===== config.mk =====
export PLATFORM = sky130hd
export DESIGN_NAME = ps2_scancode_rx
export DESIGN_NICKNAME = d
export VERILOG_FILES = /design/src/rtl/ps2_scancode_rx.sv
export SDC_FILE = /design/constraint.sdc
export NUM_CORES = 1
export LEC_CHECK = 0
export ABC_AREA = 1
export BUFFER_PORTS_ARGS = -buffer_cell sky130_fd_sc_hd__clkbuf_2
export CORE_UTILIZATION = 40
export DETAILED_ROUTE_END_ITERATION = 10
export PLACE_DENSITY = 0.61
export SYNTH_ARGS = -nofsm -noshare
export SYNTH_HDL_FRONTEND = slang
export SYNTH_SLANG_ARGS = --single-unit

===== constraint.sdc =====
create_clock -name clk -period 2.7 [get_ports clk]
set_input_delay 0.54 -clock clk [delete_from_list [all_inputs] [get_ports clk]]
set_output_delay 0.54 -clock clk [all_outputs]
set_load 0.03 [all_outputs]

===== src/rtl/ps2_scancode_rx.sv =====
// PS/2 keyboard receiver: synchronizers, clock filter, frame FSM with timeout,
// E0/F0 prefix decoding and a show-ahead event FIFO with valid/ready handshake.
module ps2_scancode_rx #(
    parameter int FIFO_DEPTH  = 8,
    parameter int SYNC_STAGES = 3,
    parameter int FILTER_LEN  = 4,
    parameter int TIMEOUT     = 50000
) (
    input  logic                          clk,
    input  logic                          resetn,
    input  logic                          ps2_clk,
    input  logic                          ps2_data,
    output logic                          out_valid,
    input  logic                          out_ready,
    output logic [7:0]                    out_code,
    output logic                          out_break,
    output logic                          out_ext,
    output logic [$clog2(FIFO_DEPTH):0]   fifo_level,
    output logic                          parity_err,
    output logic                          frame_err,
    output logic                          overflow,
    input  logic                          overflow_clr
);
    localparam int AW = $clog2(FIFO_DEPTH);
    localparam int FW = $clog2(FILTER_LEN + 1);
    localparam int TW = $clog2(TIMEOUT + 1);

    typedef enum logic [1:0] {
        ST_IDLE   = 2'd0,
        ST_DATA   = 2'd1,
        ST_PARITY = 2'd2,
        ST_STOP   = 2'd3
    } state_t;

    state_t                 state_r, state_n;
    logic [SYNC_STAGES-1:0] clk_sync_r, data_sync_r;
    logic                   clk_filt_r;
    logic [FW-1:0]          filt_cnt_r;
    logic [TW-1:0]          to_cnt_r;
    logic [2:0]             bit_cnt_r;
    logic [7:0]             shift_r;
    logic                   par_r;
    logic                   frame_ok_r, parity_err_r, frame_err_r;
    logic                   ext_flag_r, brk_flag_r, overflow_r;
    logic [9:0]             mem_r [FIFO_DEPTH];
    logic [AW-1:0]          wr_ptr_r, rd_ptr_r;
    logic [AW:0]            level_r;
    logic                   sync_clk_s, data_bit_s, edge_s, timeout_s;
    logic                   push_s, pop_s, full_s, wr_en_s;
    logic [9:0]             head_s;

    assign sync_clk_s = clk_sync_r[SYNC_STAGES-1];
    assign data_bit_s = data_sync_r[SYNC_STAGES-1];
    // The filtered clock falls in the cycle the FILTER_LEN-th low sample arrives.
    assign edge_s     = clk_filt_r & ~sync_clk_s & (filt_cnt_r == FW'(FILTER_LEN - 1));
    assign timeout_s  = (state_r != ST_IDLE) & ~edge_s & (to_cnt_r == TW'(TIMEOUT - 1));

    // Input synchronizers, preset to the bus idle level.
    always_ff @(posedge clk) begin
        if (!resetn) begin
            clk_sync_r  <= '1;
            data_sync_r <= '1;
        end else begin
            clk_sync_r  <= {clk_sync_r[SYNC_STAGES-2:0], ps2_clk};
            data_sync_r <= {data_sync_r[SYNC_STAGES-2:0], ps2_data};
        end
    end

    // Clock filter: count consecutive samples that differ from the filtered level.
    always_ff @(posedge clk) begin
        if (!resetn) begin
            clk_filt_r <= 1'b1;
            filt_cnt_r <= '0;
        end else if (sync_clk_s != clk_filt_r) begin
            if (filt_cnt_r == FW'(FILTER_LEN - 1)) begin
                clk_filt_r <= sync_clk_s;
                filt_cnt_r <= '0;
            end else begin
                filt_cnt_r <= filt_cnt_r + FW'(1);
            end
        end else begin
            filt_cnt_r <= '0;
        end
    end

    // Inter-edge timeout counter, idle outside a frame.
    always_ff @(posedge clk) begin
        if (!resetn || state_r == ST_IDLE || edge_s) begin
            to_cnt_r <= '0;
        end else if (to_cnt_r != TW'(TIMEOUT)) begin
            to_cnt_r <= to_cnt_r + TW'(1);
        end else begin
            to_cnt_r <= to_cnt_r;
        end
    end

    // Frame FSM state register.
    always_ff @(posedge clk) begin
        if (!resetn) begin
            state_r <= ST_IDLE;
        end else begin
            state_r <= state_n;
        end
    end

    // Frame FSM next-state logic.
    always_comb begin
        state_n = state_r;
        if (timeout_s) begin
            state_n = ST_IDLE;
        end else if (edge_s) begin
            case (state_r)
                ST_IDLE:   state_n = data_bit_s ? ST_IDLE : ST_DATA;
                ST_DATA:   state_n = (bit_cnt_r == 3'd7) ? ST_PARITY : ST_DATA;
                ST_PARITY: state_n = ST_STOP;
                ST_STOP:   state_n = ST_IDLE;
                default:   state_n = ST_IDLE;
            endcase
        end else begin
            state_n = state_r;
        end
    end

    // Frame datapath; the check results are one-cycle pulses after the stop edge.
    always_ff @(posedge clk) begin
        if (!resetn) begin
            bit_cnt_r    <= 3'd0;
            shift_r      <= 8'd0;
            par_r        <= 1'b0;
            frame_ok_r   <= 1'b0;
            parity_err_r <= 1'b0;
            frame_err_r  <= 1'b0;
        end else begin
            frame_ok_r   <= 1'b0;
            parity_err_r <= 1'b0;
            frame_err_r  <= 1'b0;
            if (timeout_s) begin
                frame_err_r <= 1'b1;
            end else if (edge_s) begin
                case (state_r)
                    ST_IDLE: bit_cnt_r <= 3'd0;
                    ST_DATA: begin
                        shift_r   <= {data_bit_s, shift_r[7:1]};
                        bit_cnt_r <= bit_cnt_r + 3'd1;
                    end
                    ST_PARITY: par_r <= data_bit_s;
                    ST_STOP: begin
                        frame_err_r  <= ~data_bit_s;
                        parity_err_r <= ~(^{shift_r, par_r});
                        frame_ok_r   <= data_bit_s & (^{shift_r, par_r});
                    end
                    default: bit_cnt_r <= 3'd0;
                endcase
            end
        end
    end

    assign push_s  = frame_ok_r & (shift_r != 8'hE0) & (shift_r != 8'hF0);
    assign full_s  = (level_r == (AW+1)'(FIFO_DEPTH));
    assign pop_s   = out_valid & out_ready;
    assign wr_en_s = push_s & (~full_s | pop_s);

    // Prefix flags: set by E0/F0, consumed by any other byte, dropped on errors.
    always_ff @(posedge clk) begin
        if (!resetn || parity_err_r || frame_err_r) begin
            ext_flag_r <= 1'b0;
            brk_flag_r <= 1'b0;
        end else if (frame_ok_r) begin
            ext_flag_r <= (shift_r == 8'hE0) | (ext_flag_r & (shift_r == 8'hF0));
            brk_flag_r <= (shift_r == 8'hF0) | (brk_flag_r & (shift_r == 8'hE0));
        end else begin
            ext_flag_r <= ext_flag_r;
            brk_flag_r <= brk_flag_r;
        end
    end

    // Event FIFO storage, pointers and occupancy.
    always_ff @(posedge clk) begin
        if (!resetn) begin
            for (int i = 0; i < FIFO_DEPTH; i++) begin
                mem_r[i] <= 10'd0;
            end
            wr_ptr_r <= '0;
            rd_ptr_r <= '0;
            level_r  <= '0;
        end else begin
            if (wr_en_s) begin
                mem_r[wr_ptr_r] <= {ext_flag_r, brk_flag_r, shift_r};
                wr_ptr_r        <= wr_ptr_r + AW'(1);
            end
            if (pop_s) begin
                rd_ptr_r <= rd_ptr_r + AW'(1);
            end
            case ({wr_en_s, pop_s})
                2'b10:   level_r <= level_r + (AW+1)'(1);
                2'b01:   level_r <= level_r - (AW+1)'(1);
                default: level_r <= level_r;
            endcase
        end
    end

    // Sticky overflow; a new drop wins over a simultaneous clear.
    always_ff @(posedge clk) begin
        if (!resetn) begin
            overflow_r <= 1'b0;
        end else if (push_s & full_s & ~pop_s) begin
            overflow_r <= 1'b1;
        end else if (overflow_clr) begin
            overflow_r <= 1'b0;
        end else begin
            overflow_r <= overflow_r;
        end
    end

    assign head_s     = mem_r[rd_ptr_r];
    assign out_valid  = (level_r != '0);
    assign out_code   = head_s[7:0];
    assign out_break  = head_s[8];
    assign out_ext    = head_s[9];
    assign fifo_level = level_r;
    assign parity_err = parity_err_r;
    assign frame_err  = frame_err_r;
    assign overflow   = overflow_r;
endmodule


==> metrics list, run 1 <==
- Maximum clock insertion buffer count: 2
- The clock arrives with 0.0147 ns of skew.
- Library cell with the largest summed area after synthesis: edfxtp_1
* Synth-to-layout area growth: 12.1%
- Once placement finished, the instance area stood at 0.00660 mm^2.
- The via count of the first global-routing pass is 4579.
- The run finished with clean final reports.
- Summing over every cut layer, the via total after detailed routing is 4820.
- After routing the design area is 0.00712 mm^2.
- Synth Register Bits: 139
- The worst setup path is launched from a flip-flop.
- Drt first pass iters: 5
- CTS placed an instance of clkbuf_16 at the clock tree root.
- Library cell with the highest instance count after synthesis: nor2_1
* Fin. Hold Viols: 0
* Cell count after synthesis: 697
* Global-route wire length before repair: 23000 um
- Fill cells: 1467
- The Yosys step of the flow raised 0 warnings.
* Synthesized Nets: 713
* Unrepaired setup endpoints after global routing: false
- Entering global routing, the biggest net connects 41 pins.
- In the final layout, the share of cells above drive strength 1 is 0.165.
* CORE AREA: 0.0154 mm^2
* # setup viols final: 0
* CTS tree: built
* DIE WIDTH: 128 um
* Number of placed I/O pins: 24
* Residual DRC: 0
- Post-layout minimum cycle time: 2.54 ns
- Number of synthesized flops with an enable pin: 80
- CTS built an H-tree with a depth of 4.
- In the finished design, the share of the clock period the worst path needs comes to 0.939.
- The number of antenna diodes in the final layout is 0.
- For this run, asynchronously set or reset flops after synthesis account for 0.
- For the pin with the worst max-slew slack, the measured transition is 0.597 ns.
- The floorplan step defined a die boundary enclosing 0.0164 mm^2.
- Final Wtd Congestion: 0.941
- Row generation in the floorplan step produced 45 rows.
- Leading cell types by count after synthesis: 146 x nor2_1, 80 x edfxtp_1, 74 x nand2_1
* Routed wire length: 14700 um
- Post-synthesis instance area: 0.00635 mm^2
- In this run the worst path has a maximum fanout of 40.
- The analysis attributes to cell leakage a power of 0.00252 uW.
- Final antenna-violating net count: 0
- Data arrival time of the worst path: 2.00 ns
- Top cells by area in the synthesized netlist: edfxtp_1 38%, dfxtp_1 19%, nor2_1 8.6%
- Yosys mapped the design onto 38 distinct sky130hd cell types.
* Port Buffer Count: 23
* Power density over the cells: 809 mW/mm^2
- In the final layout, the multi-input gates occupy 0.00235 mm^2.
* Maximum Capacitance Violations: 0
- Top FF cell, synth: edfxtp_1
* Final critical-path setup slack: 0.164 ns
- Overall die height: 128 um
- Setup fix buffers added after clock tree synthesis: 0
- The clock drives 139 sinks.
- Clock latency on the worst-skew pair: 0.42 ns
* Min-Delay Path Class: primary input to flip-flop
- Class of the most critical setup path: flip-flop to output port
- The first routing iteration left 432 violations.
* Headroom to the max-slew limit: 0.601
- For this run the aggregate overflow at the end of global routing stands at 0.
- Dividing the synthesized area by the synthesized cell count gives 9.11 um^2.
- The number of pins with negative max-slew slack in the final report was 0.
- GRT Total Usage: 0.190
- For this design, the CTS-stage hold fixing added 0 buffers.
* Worst setup slack before clock tree synthesis: 0.387 ns
- Timing would allow up to 394 MHz.
- Yosys top cell area share: 0.378
* Max IR drop VDD: 0.000481 V
- Storage cell area: 0.00358 mm^2
- Data on the critical path is required at its endpoint by 2.16 ns.
* TNS Setup: 0 ns
* Clock slew at reported path FFs: 0.05 ns
- In the routed layout, each cell is associated on average with a via count of 5.14.
- Crit end category: output port
- Detailed placement ended at an HPWL of 10100 um.
* Post-layout nets: 730
* Initial core utilization: 0.413
- Of the synthesized area, sequential elements account for 0.564.
* Cts bufs inserted: 17
- The number of antenna violations at the first check in global routing is 0.
- Routed wire length per instance: 15.7 um
[worst max-delay path, stage by stage (launching register included)]
cell	delay (ns)
dfxtp_1	0.33
buf_4	0.37
o21ai_0	0.18
o22ai_1	0.23
nor2_1	0.06
a31oi_1	0.17
clkbuf_2	0.23
[through the flow]
step,total power (uW),hold WS (ns),cells,util
2_1_floorplan,3360,0.392,697,-
3_3_place_gp,3700,0.394,906,0.429
3_5_place_dp,3710,0.397,906,0.429
4_1_cts,5760,0.293,938,0.463
5_1_grt,6010,0.289,938,0.463
6_report,5760,0.302,938,0.463
[registers in the layout (all words and copies together), names as in the netlist, 4 cells and up, named ones only]
signal and flops:
mem_r 80, shift_r 8, to_cnt_r 16, fifo_level 4
[per-layer routing]
layer  vias up  GRT usage  wire (um)
li1       2362          -          -
met1      2280      0.234       6630
met2       149      0.303       6910
met3        29     0.0555        693
met4         0     0.0976        457
met5         -          0          0
[layout make-up]
| class | count | area share |
|---|---|---|
| Multi-Input combinational cell | 466 | 0.330 |
| Inverter | 61 | 0.0341 |
| Clock inverter | 11 | 0.0111 |
| Clock buffer | 21 | 0.0619 |
| Sequential cell | 139 | 0.503 |
| Tap cell | 211 | 0.0371 |
| Timing Repair Buffer | 29 | 0.0225 |
[timing repair]
action / in CTS / in global routing
gates resized for setup: 0 / 1
hold endpoints to repair: 0 / 0
endpoints found under the setup margin: 0 / 5
[power by group]
part	total, uW	internal (uW)	leakage (uW)	switching [uW]
combinational	1270	356	0.00103	909
clock	2070	1240	0.000250	832
sequential	2420	2350	0.00124	72.3
total	5760	3950	0.00252	1810
[final timing paths]
path	from	end	slack [ns]	depth (start not counted)
max	flip-flop	out_code[6]	0.16	6
max reg2reg	shift_r[3]	mem_r[6][2]	0.37	10
min reg2reg	clk_sync_r[1]	clk_sync_r[2]	0.41	1
min	ps2_data	data_sync_r[0]	0.30	2
[layout by cell type (no fill, tap or decap), types with 3 or more instances in the layout]
cell type / netlist / final
nor2_1: 146 / 146
edfxtp_1: 80 / 80
nand2_1: 74 / 74
o21ai_0: 64 / 64
dfxtp_1: 59 / 59
inv_1: 49 / 48
a21oi_1: 39 / 39
nor2_2: 33 / 33
clkbuf_2: 0 / 23
nand3_1: 20 / 20
clkbuf_16: 0 / 17
a31oi_1: 12 / 12
o22ai_1: 10 / 10
clkinv_1: 4 / 10
ha_1: 10 / 10
nand2_2: 9 / 9
nor3_1: 8 / 8
or2_2: 8 / 8
buf_4: 0 / 6
nand4_1: 5 / 5
inv_4: 4 / 4
inv_2: 4 / 4
nand3_2: 4 / 4
xnor2_1: 4 / 4
clkbuf_1: 20 / 4
nor4_1: 3 / 3
xor2_1: 3 / 3
[logic make-up after synthesis]
family	Yosys count	share of synthesized area
compound gates	131	0.110
xor+xnor	7	0.00966
fa+ha+maj	10	0.0197
buf+inv	92	0.0658
flops	139	0.564
simple gates	318	0.231
Power figures use the tool's default switching activity.
==> run 2, diff against run 1 <==
--- a/config.mk
+++ b/config.mk
@@ -5,7 +5,6 @@
 export SDC_FILE = /design/constraint.sdc
 export NUM_CORES = 1
 export LEC_CHECK = 0
-export ABC_AREA = 1
 export BUFFER_PORTS_ARGS = -buffer_cell sky130_fd_sc_hd__clkbuf_2
 export CORE_UTILIZATION = 40
 export DETAILED_ROUTE_END_ITERATION = 10
==> run 2 against run 1 <==
  * Flip-flop and latch count unchanged
  * Final cell count fell by 17%
  * Clock-buffer cell count stayed put
  * Sequential share of layout area fell by 1.2 points
  * Clock skew decreased by 0.0069 ns
  * Critical endpoint is now out_code[2]
==> metrics list, run 2 <==
- Max IR drop VDD: 0.000471 V
- Maximum level of the CTS H-tree: 4
- Synthesis handed over a netlist of 525 instances.
- The number of antenna diodes in the final layout is 0.
* Max-slew violation count: 0
- The setup check on the worst reg-to-reg path leaves a slack of 0.34 ns.
* HPWL after detailed placement: 8400 um
- Class of the most critical setup path: flip-flop to output port
* Largest net degree at the start of global routing: 29
* Crit end category: output port
- Source of the worst register-to-register timing path: shift_r[5]
- Buffers placed on the I/O ports in this run total 23.
- Initial core utilization: 0.411
- Based on the critical path, the design can be clocked at up to 386 MHz.
* Flip-flop count of the largest register after layout: 80
- Library cell with the largest summed area after synthesis: edfxtp_1
- The path class of the tightest hold or removal check is primary input to flip-flop.
- Final antenna-violating net count: 0
- Clock latency on the worst-skew pair: 0.42 ns
- Number of violations reported at the end of detailed-routing iteration 0: 212
- The tree is rooted in a clkbuf_16.
* Drt first pass iters: 4
- The first global-routing pass estimated 20600 um of wire.
- The endpoint identified for the worst register-to-register timing path is fifo_level[2].
- The count of final hold-check violations is 0.
- Post-synthesis instance area: 0.00627 mm^2
- Total via count after detailed routing: 3957
* Overall die height: 127 um
- Data arrival time of the worst path: 2.05 ns
- Dividing the synthesized area by the synthesized cell count gives 11.9 um^2.
- DIE WIDTH: 127 um
- For this design the ratio of total power to cell area is 727 mW/mm^2.
* Number of synthesized flops with an enable pin: 80
* Netlist cell types: 44
- Critical Path Start Type: flip-flop
* # setup viols final: 0
- The net count of the finished layout is 573.
* Routed wire length: 12800 um
- Sequential area share after synthesis: 0.572
- By instance count, the leading cell after synthesis is and2_1.
* Number of placed I/O pins: 24
- Post-layout minimum cycle time: 2.59 ns
- Final Wtd Congestion: 0.739
- Synth-to-layout area growth: 16.2%
* Unrepaired setup endpoints after global routing: false
- Along the worst path, the maximum fanout reaches 20.
* Count of cells along the worst hold path: 2
* Yosys top cell area share: 0.383
- Hold_buf cts: 0
- Leading cell types by count after synthesis: 81 x and2_1, 80 x edfxtp_1, 59 x dfxtp_1
- At the worst endpoint, the required time is 2.16 ns.
- CTS tree: built
- Post-CTS repair changed the size of 0 cells.
- Overall power of the completed layout: 5300 uW
- Headroom to the max-slew limit: 0.613
- Routed wire length per instance: 16.4 um
- Final worst-path cycle share: 0.959
- For this run, the total global-route usage over all layers was measured as 0.171.
- The worst register-to-register path has a depth of 8.
* Delay of the slowest cell on the worst path: 0.54 ns
* Number of instances in the placed design: 749
- For the pin with the worst max-slew slack, the measured transition is 0.579 ns.
- The path with the worst hold slack has its endpoint at data_sync_r[0].
- Fill cells: 1378
* Top FF cell, synth: edfxtp_1
- In this run the most critical hold path is launched from ps2_data.
* Floorplan row count: 45
- When the netlist entered floorplanning its net count stood at 541.
- Clock slew at reported path FFs: 0.06 ns
- Buffers added to address setup during post-CTS repair amount to 0.
- The region available for standard cell placement spans 0.0153 mm^2.
- Of all flip-flops after synthesis, the portion carrying an async set or reset was 0.
- Top cells by area in the synthesized netlist: edfxtp_1 38%, dfxtp_1 19%, and2_1 8.1%
- The number of antenna violations at the first check in global routing is 0.
- The count of cells in the finished layout, fillers not included, comes to 781.
- Run status: complete, no violations
- The clock arrives with 0.00778 ns of skew.
- In this run, synthesis produced a sequential element count of 139.
* Top Family by Delay on Critical Path: multiplexers
* Syn. warnings: 0
- The die covers 0.0162 mm^2.
* Residual DRC: 0
- The critical path contains buffers and inverters numbering 2 combined.
- For this design, the sink count on the clock tree is 139.
* Maximum Capacitance Violations: 0
* Storage cell area: 0.00358 mm^2
* Slowest cell on the critical path: mux4_2
* Maximum clock insertion buffer count: 2
- Setup total negative slack on the finished layout was measured at 0 ns.
* Area occupied by multi-input gates: 0.00250 mm^2
* Leakage power: 0.00267 uW
- The register with the most flip-flops in the final layout is mem_r.
- Biggest regs: mem_r x80, to_cnt_r x16, shift_r x8
* Fraction of layout instances using a drive strength above 1: 0.200
* Most common cell after layout, fill and taps aside: and2_1
- The via count of the first global-routing pass is 3948.
- The critical path goes through buf_12 -> mux4_2 -> mux2_2 -> clkbuf_2.
- Summed over all layers, the global routing overflow is 0.
- Buffers inserted during clock tree synthesis total 17.
* Average via count per standard cell: 5.07
- Highest-count cells in the layout ignoring fill and taps: 81 x and2_1, 80 x edfxtp_1, 59 x dfxtp_1
[run 2: kinds of logic after synthesis]
kind of cell               share of synthesized area
AOI/OAI and AO/OA                             0.0471
xor gates and xnor gates                      0.0301
adders and majority gates                     0.0200
buffers and inverters                         0.0291
DFF                                            0.572
muxes                                          0.103
and+or+nand+nor                                0.199
[run 2: area by class of cell]
class                   count  area share
flip-flops and latches    139       0.492
well taps                 211      0.0362
clock buffers              21      0.0659
inverters                  11     0.00567
multi-input cells         341       0.343
repair buffers             47      0.0422
clock inverters            11      0.0148
[run 2: power by group]
group / internal (uW) / switching (uW) / total [uW]
Combinational: 293 / 362 / 655
Sequential: 2310 / 51.9 / 2360
Clock: 1380 / 907 / 2280
Total: 3970 / 1320 / 5300
[run 2: worst register-to-register path, stage by stage, from the launching register on]
cell     delay [ns]
dfxtp_1        0.53
nand2_1        0.15
o41ai_2        0.41
nand2_1        0.12
xnor2_1        0.14
ha_1           0.20
or3_1          0.35
mux2i_1        0.19
mux2i_1        0.20
[run 2: per-stage QoR]
| step | util | cell area (um^2) | hold slack (ns) | setup slack, ns |
|---|---|---|---|---|
| after global routing | 0.478 | 7290 | 0.303 | 0.0272 |
| after global placement | 0.439 | 6700 | 0.392 | 0.435 |
| after CTS | 0.478 | 7290 | 0.287 | 0.0756 |
| final | 0.478 | 7290 | 0.302 | 0.112 |
| after floorplan | - | 6270 | 0.386 | 0.338 |
| after detailed placement | 0.439 | 6700 | 0.398 | 0.361 |
[run 2: per-layer routing]
layer	share of wire	GRT usage
met5	0	0
met4	0.015	0.0756
met3	0.056	0.0348
met2	0.49	0.285
met1	0.44	0.217
[run 2: how the worst max path moves through the flow]
stage | startpoint | end | slack, ns | depth (start not counted)
final | flip-flop | out_code[2] | 0.11 | 4
after global routing | flip-flop | out_code[2] | 0.03 | 4
after CTS | flip-flop | out_code[2] | 0.08 | 4
after detailed placement | shift_r[5] | fifo_level[2] | 0.36 | 8
after global placement | shift_r[5] | fifo_level[2] | 0.44 | 8
after floorplan | shift_r[7] | fifo_level[2] | 0.34 | 9
